<file path="src/rtl/mux_n_pipe.sv">
// Registered N-to-1 data selector with valid/ready handshake and a single-entry
// skid buffer; illegal select codes yield zero data and a sticky error flag.
module mux_n_pipe #(
    parameter int SIZE     = 32,
    parameter int CHANNELS = 3,
    parameter int SEL_W    = 2
) (
    input  logic                     clk_i,
    input  logic                     rst_i,
    input  logic [CHANNELS*SIZE-1:0] data_i,
    input  logic [SEL_W-1:0]         select_i,
    input  logic                     valid_i,
    output logic                     ready_o,
    input  logic                     flush_i,
    output logic [SIZE-1:0]          data_o,
    output logic [SEL_W-1:0]         sel_o,
    output logic                     valid_o,
    input  logic                     ready_i,
    output logic                     err_o
);

    localparam int              NSLOT = 2 ** SEL_W;
    localparam logic [SEL_W:0]  CH_L  = (SEL_W + 1)'(CHANNELS);

    // Every select code maps to a slot; codes beyond CHANNELS read as zero.
    logic [SIZE-1:0] chan_s [NSLOT];

    for (genvar k = 0; k < NSLOT; k++) begin : g_chan
        if (k < CHANNELS) begin : g_live
            assign chan_s[k] = data_i[k*SIZE +: SIZE];
        end else begin : g_zero
            assign chan_s[k] = '0;
        end
    end

    logic [SIZE-1:0]  pick_s;
    logic             illegal_s;
    logic             accept_s;
    logic             transfer_s;

    logic [SIZE-1:0]  main_data_r, main_data_s;
    logic [SEL_W-1:0] main_sel_r,  main_sel_s;
    logic             main_valid_r, main_valid_s;
    logic [SIZE-1:0]  skid_data_r, skid_data_s;
    logic [SEL_W-1:0] skid_sel_r,  skid_sel_s;
    logic             skid_valid_r, skid_valid_s;
    logic             err_r, err_s;

    // The widened compare is constant-false when CHANNELS fills the select space.
    assign pick_s     = chan_s[select_i];
    assign illegal_s  = ({1'b0, select_i} >= CH_L);
    assign accept_s   = valid_i && !skid_valid_r;
    assign transfer_s = main_valid_r && ready_i;

    // Next-state for main and skid entries; flush wins over accept and refill.
    always_comb begin
        main_data_s  = main_data_r;
        main_sel_s   = main_sel_r;
        main_valid_s = main_valid_r;
        skid_data_s  = skid_data_r;
        skid_sel_s   = skid_sel_r;
        skid_valid_s = skid_valid_r;
        err_s        = err_r | (accept_s & illegal_s);
        if (flush_i) begin
            main_valid_s = 1'b0;
            skid_valid_s = 1'b0;
        end else if (transfer_s && skid_valid_r) begin
            main_data_s  = skid_data_r;
            main_sel_s   = skid_sel_r;
            skid_valid_s = 1'b0;
        end else if (accept_s && (!main_valid_r || transfer_s)) begin
            main_data_s  = pick_s;
            main_sel_s   = select_i;
            main_valid_s = 1'b1;
        end else if (accept_s) begin
            skid_data_s  = pick_s;
            skid_sel_s   = select_i;
            skid_valid_s = 1'b1;
        end else if (transfer_s) begin
            main_valid_s = 1'b0;
        end else begin
            main_valid_s = main_valid_r;
        end
    end

    // State registers with asynchronous reset.
    always_ff @(posedge clk_i or posedge rst_i) begin
        if (rst_i) begin
            main_data_r  <= '0;
            main_sel_r   <= '0;
            main_valid_r <= 1'b0;
            skid_data_r  <= '0;
            skid_sel_r   <= '0;
            skid_valid_r <= 1'b0;
            err_r        <= 1'b0;
        end else begin
            main_data_r  <= main_data_s;
            main_sel_r   <= main_sel_s;
            main_valid_r <= main_valid_s;
            skid_data_r  <= skid_data_s;
            skid_sel_r   <= skid_sel_s;
            skid_valid_r <= skid_valid_s;
            err_r        <= err_s;
        end
    end

    assign data_o  = main_data_r;
    assign sel_o   = main_sel_r;
    assign valid_o = main_valid_r;
    assign ready_o = !skid_valid_r;
    assign err_o   = err_r;

endmodule

</file>
<file path="config.mk">
export PLATFORM = sky130hd
export DESIGN_NAME = mux_n_pipe
export DESIGN_NICKNAME = d
export VERILOG_FILES = /design/src/rtl/mux_n_pipe.sv
export SDC_FILE = /design/constraint.sdc
export NUM_CORES = 1
export LEC_CHECK = 0
export ABC_AREA = 0
export ABC_CLOCK_PERIOD_IN_PS = 3200
export CORE_MARGIN = 3
export CORE_UTILIZATION = 35
export DETAILED_ROUTE_END_ITERATION = 8
export GPL_ROUTABILITY_DRIVEN = 1
export GPL_TIMING_DRIVEN = 0
export SYNTH_ARGS = -nofsm -noshare
export SYNTH_HDL_FRONTEND = slang
export SYNTH_SLANG_ARGS = --single-unit
</file>
<file path="constraint.sdc">
create_clock -name clk_i -period 3.2 [get_ports clk_i]
set_input_delay 0.48 -clock clk_i [delete_from_list [all_inputs] [get_ports clk_i]]
set_output_delay 0.48 -clock clk_i [all_outputs]
set_load 0.01 [all_outputs]
</file>
* Word-level counts from Yosys, hierarchy flattened
Cells that the tools add are included.
Word-level totals: register bits 71, logic and storage cells 48
Cells by class: $lt $le $gt $ge 2, eq/ne operators 3, multiplexer cells 16, bitwise logic cells 6, reductions and logical operators 14
Operator list (number):
- 32-bit 2-to-1 mux | 4
- 32-bit binary-select mux with 2-bit select | 1
- 1-bit 2-to-1 mux | 9
- 3-bit nonzero test | 2
- 1-bit logical AND | 4
- 2-bit 2-to-1 mux | 2
- 2-bit AND reduction | 2
- 4-bit AND reduction | 1
- 3-bit greater-or-equal comparator (second input constant) | 1
- 3-bit by 2-bit != test with 1-bit output (second input constant) | 1
- 3-bit != test (second input constant) | 1
- 1-bit NOT | 3
- 2-bit NOT with 3-bit output | 1
- 3-bit AND reduction | 1
- 2-bit greater-or-equal comparator (second input constant) | 1
- 1-bit logical NOT | 2
- 2-bit != test (second input constant) | 1
- 2-bit nonzero test | 1
- 1-bit bitwise AND | 1
- 1-bit logical OR | 1
- 1-bit OR | 1

* Depth between registers and ports, before layout
depth in word-level cells 6, gate-level depth with buffers 6

* Least setup slack after synthesis
Ideal clock, no wire load.
kind in2reg, start point input ready_i, end point register skid_data_r[10], setup time 0.125 ns, arrival time 1.627 ns, data required time 3.075 ns, path slack 1.449 ns, stages 4, buffers on the path 1, path through and2b_1 -> nor3b_4 -> buf_4 -> mux2_2
Between the ends: longest elaborated chain between the ends 5, elaborated cells on any way between the ends 7, those cells by class bitwise (2); reduce/logical (5)
RTL lines:
- start: declaration | RTL line 18 | input logic ready_i,
- 1-bit logical AND * | RTL line 53 | assign transfer_s = main_valid_r && ready_i;
- 1-bit logical OR | RTL line 71 | end else if (accept_s && (!main_valid_r || transfer_s)) begin
- 1-bit logical AND | RTL line 71
- 1-bit NOT (no line)
- 4-bit AND reduction (no line) *
- end signal: assignment | RTL line 100 | skid_data_r <= skid_data_s;
- end: declaration | RTL line 44 | logic [SIZE-1:0] skid_data_r, skid_data_s;
Every way passes the cells marked *; elsewhere a longest branch is shown, timed or not. A chain may end at the register's enable or synchronous reset.

* Final worst setup path
start point input ready_i, end point register skid_data_r[24]
Same word-level chain as after synthesis.

==> impl_metrics.tcl <==
set metrics [dict create \
    startpoint_type "primary input" \
    routed_wirelength_um 12900 \
    netlist_instances 392 \
    dp_hpwl_um 9400 \
    wire_per_inst_um 18.8 \
    post-route-period-util 0.691 \
    vias_per_cell 5.43 \
    core_um2 11500 \
    cp.required_ps 3410 \
    min_to "err_o" \
    synth.distinct_cells 24 \
    finalMaxSlewViolations 0 \
    drc_errors 0 \
    synth_largest_area_cell "dfrtp_1" \
    clk_latency_ps 330 \
    grt_max_degree 47 \
    placementRows 39 \
    firstDrtPassIters 4 \
    fin_worst_skew_ps 6.31 \
    finalSetupViolCount 0 \
    ir_worst_vdd_v 0.000233 \
    initial_core_util 0.361 \
    holdPathStages 1 \
    timing.hold.ws_ps 471 \
    fin_setup_tns_ps 0 \
    dieWidth_um 115 \
    synth.avg_cell_area_um2 10.6 \
    numCtsBuffers 9 \
    initialDrtViolationCount 169 \
    htree_levels 3 \
    tightestPinTransition_ps 667 \
    r2r_start "valid_o" \
    die_y_um 115 \
    syn_nets 495 \
    syn_to_final_growth_pct 45.2 \
    synth_edf_count 0 \
    dpl_cell_area_um2 5730 \
    crit_path_max_fanout 10 \
    grt_pass1_vias 3877 \
    synthFlopType "dfrtp_1" \
    gp_congestion 0.813 \
    yosysSeqAreaShare 0.427 \
    critical_path_arrival_ps 2420 \
    async_flop_share 1.00 \
    path_clk_slew_ps 60 \
    hold_viol_final 0 \
    p_leak_nw 2.50 \
    overflow 0 \
    via_count 3738 \
    maxSlewHeadroom 0.555 \
    post-synth-top-count-cell "dfrtp_1" \
    rsz0062_at_grt "false" \
    critPathKind "in -> reg" \
    synth.ff_latch_count 71 \
    clockRootBuffer "clkbuf_16" \
    clockBufferDepth 2 \
    cts_resized 0 \
    cts.sinks 71 \
    drive_gt1_frac 0.127 \
    diodes 0 \
    fmax_mhz 452 \
    cts_tree "yes" \
    cts_hold_buf 0 \
    grt_usage 0.198 \
    antenna_found_initial 0 \
    hp-start "err_o" \
    synth.top_cell.area_share 0.427 \
    place_inst 672 \
    nets 643 \
    synth_common_cells "dfrtp_1, inv_1, mux2_2" \
    grt_pass1_wl_um 20400 \
    final_core_util 0.525 \
    r2r_cells 4 \
    drv_cap 0 \
    end_kind "register" \
    period_needed_ps 2210 \
    ant_nets 0 \
    fin_area_um2 6040 \
    power.density_nw_per_um2 499 \
    stdcell_count 688 \
    ys_warn_count 0 \
    dieArea_um2 13200 \
    r2r-end "skid_data_r[24]" \
    n_fill_cell 1091 \
    synthTopCellsByArea "dfrtp_1, mux2_2, mux2i_1" \
    portBuffers 136 \
    r2r_slack_ps 1230 \
    synth_area_um2 4160 \
    status "finished, final reports clean" \
    startpoint "ready_i" \
    hp-class "reg -> reg" \
    io_pins 140 \
    postCtsSetupBuffers 0 \
]
state kept, by name, indices dropped and copies added, names as in the netlist:
name          cells
data_o           32
skid_data_r      32
sel_o             2
skid_sel_r        2
err_o             1
skid_valid_r      1
valid_o           1
critical path, cell delays in order:
cell	delay, ps
clkdlybuf4s50_1	450
and2b_1	330
nor3b_4	500
buf_4	290
mux2_2	360
worst max-delay path by stage:
| stage | end | slack, ps | depth (start not counted) |
|---|---|---|---|
| after floorplan | data_o[0] | 920 | 1 |
| after CTS | skid_data_r[24] | 1020 | 5 |
| after global placement | data_o[26] | -400 | 2 |
| after global routing | skid_data_r[24] | 910 | 5 |
| after detailed placement | skid_data_r[7] | 680 | 5 |
| final | skid_data_r[24] | 990 | 5 |
cell type report:
type	count	area, µm²	share of cell area
plain buffers	44	213	0.0352
clock buffers	13	270	0.0447
clock inverters	3	40.0	0.00663
inverters	36	138	0.0228
multi-input cells	241	2040	0.337
flip-flops and latches	71	1780	0.294
well taps	143	179	0.0296
repair buffers	137	1390	0.230
cell usage in the layout, fill, tap and decap left out, types with 2 or more instances in the layout:
| cell | netlist | final |
|---|---|---|
| clkdlybuf4s50_1 | 0 | 136 |
| buf_4 | 4 | 4 |
| inv_1 | 36 | 35 |
| buf_2 | 8 | 8 |
| dfrtp_1 | 71 | 71 |
| a2111oi_0 | 32 | 32 |
| mux2_1 | 3 | 3 |
| clkinv_2 | 0 | 2 |
| buf_6 | 3 | 3 |
| o21ai_0 | 33 | 33 |
| nand3b_1 | 32 | 32 |
| clkbuf_8 | 0 | 3 |
| mux2i_1 | 33 | 33 |
| mux2_2 | 35 | 35 |
| buf_1 | 2 | 2 |
| clkbuf_16 | 0 | 9 |
| a22o_1 | 32 | 32 |
| o211ai_1 | 32 | 32 |
| clkbuf_1 | 27 | 28 |
report_power, final:
part / switching (mW) / internal [mW]
logic: 0.319 / 0.470
clock network: 0.371 / 0.665
registers: 0.100 / 1.09
total: 0.790 / 2.22
through the flow:
step / setup WS [ps] / power [mW]
after floorplan: 923 / 1.59
after global placement: -400 / 1.98
after detailed placement: 679 / 2.00
after CTS: 1020 / 3.04
after global routing: 905 / 3.17
final: 989 / 3.01
cells by family (layout without fill, tap and decap cells):
kind of cell,count (synthesis),in the layout,synth area share
AO/OA/AOI/OAI,132,132,0.238
buffers and inverters,80,233,0.0836
multiplexers,71,71,0.182
flip-flops,71,71,0.427
AND/OR/NAND/NOR,38,38,0.0697
metal layers:
layer,track usage,part of all wire,vias up
li1,-,-,1780
met1,0.258,0.43,1801
met2,0.326,0.48,147
met3,0.0453,0.077,10
met4,0.0665,0.0085,0
met5,0,0,-
Note: power is estimated with default switching activity, not from simulation.
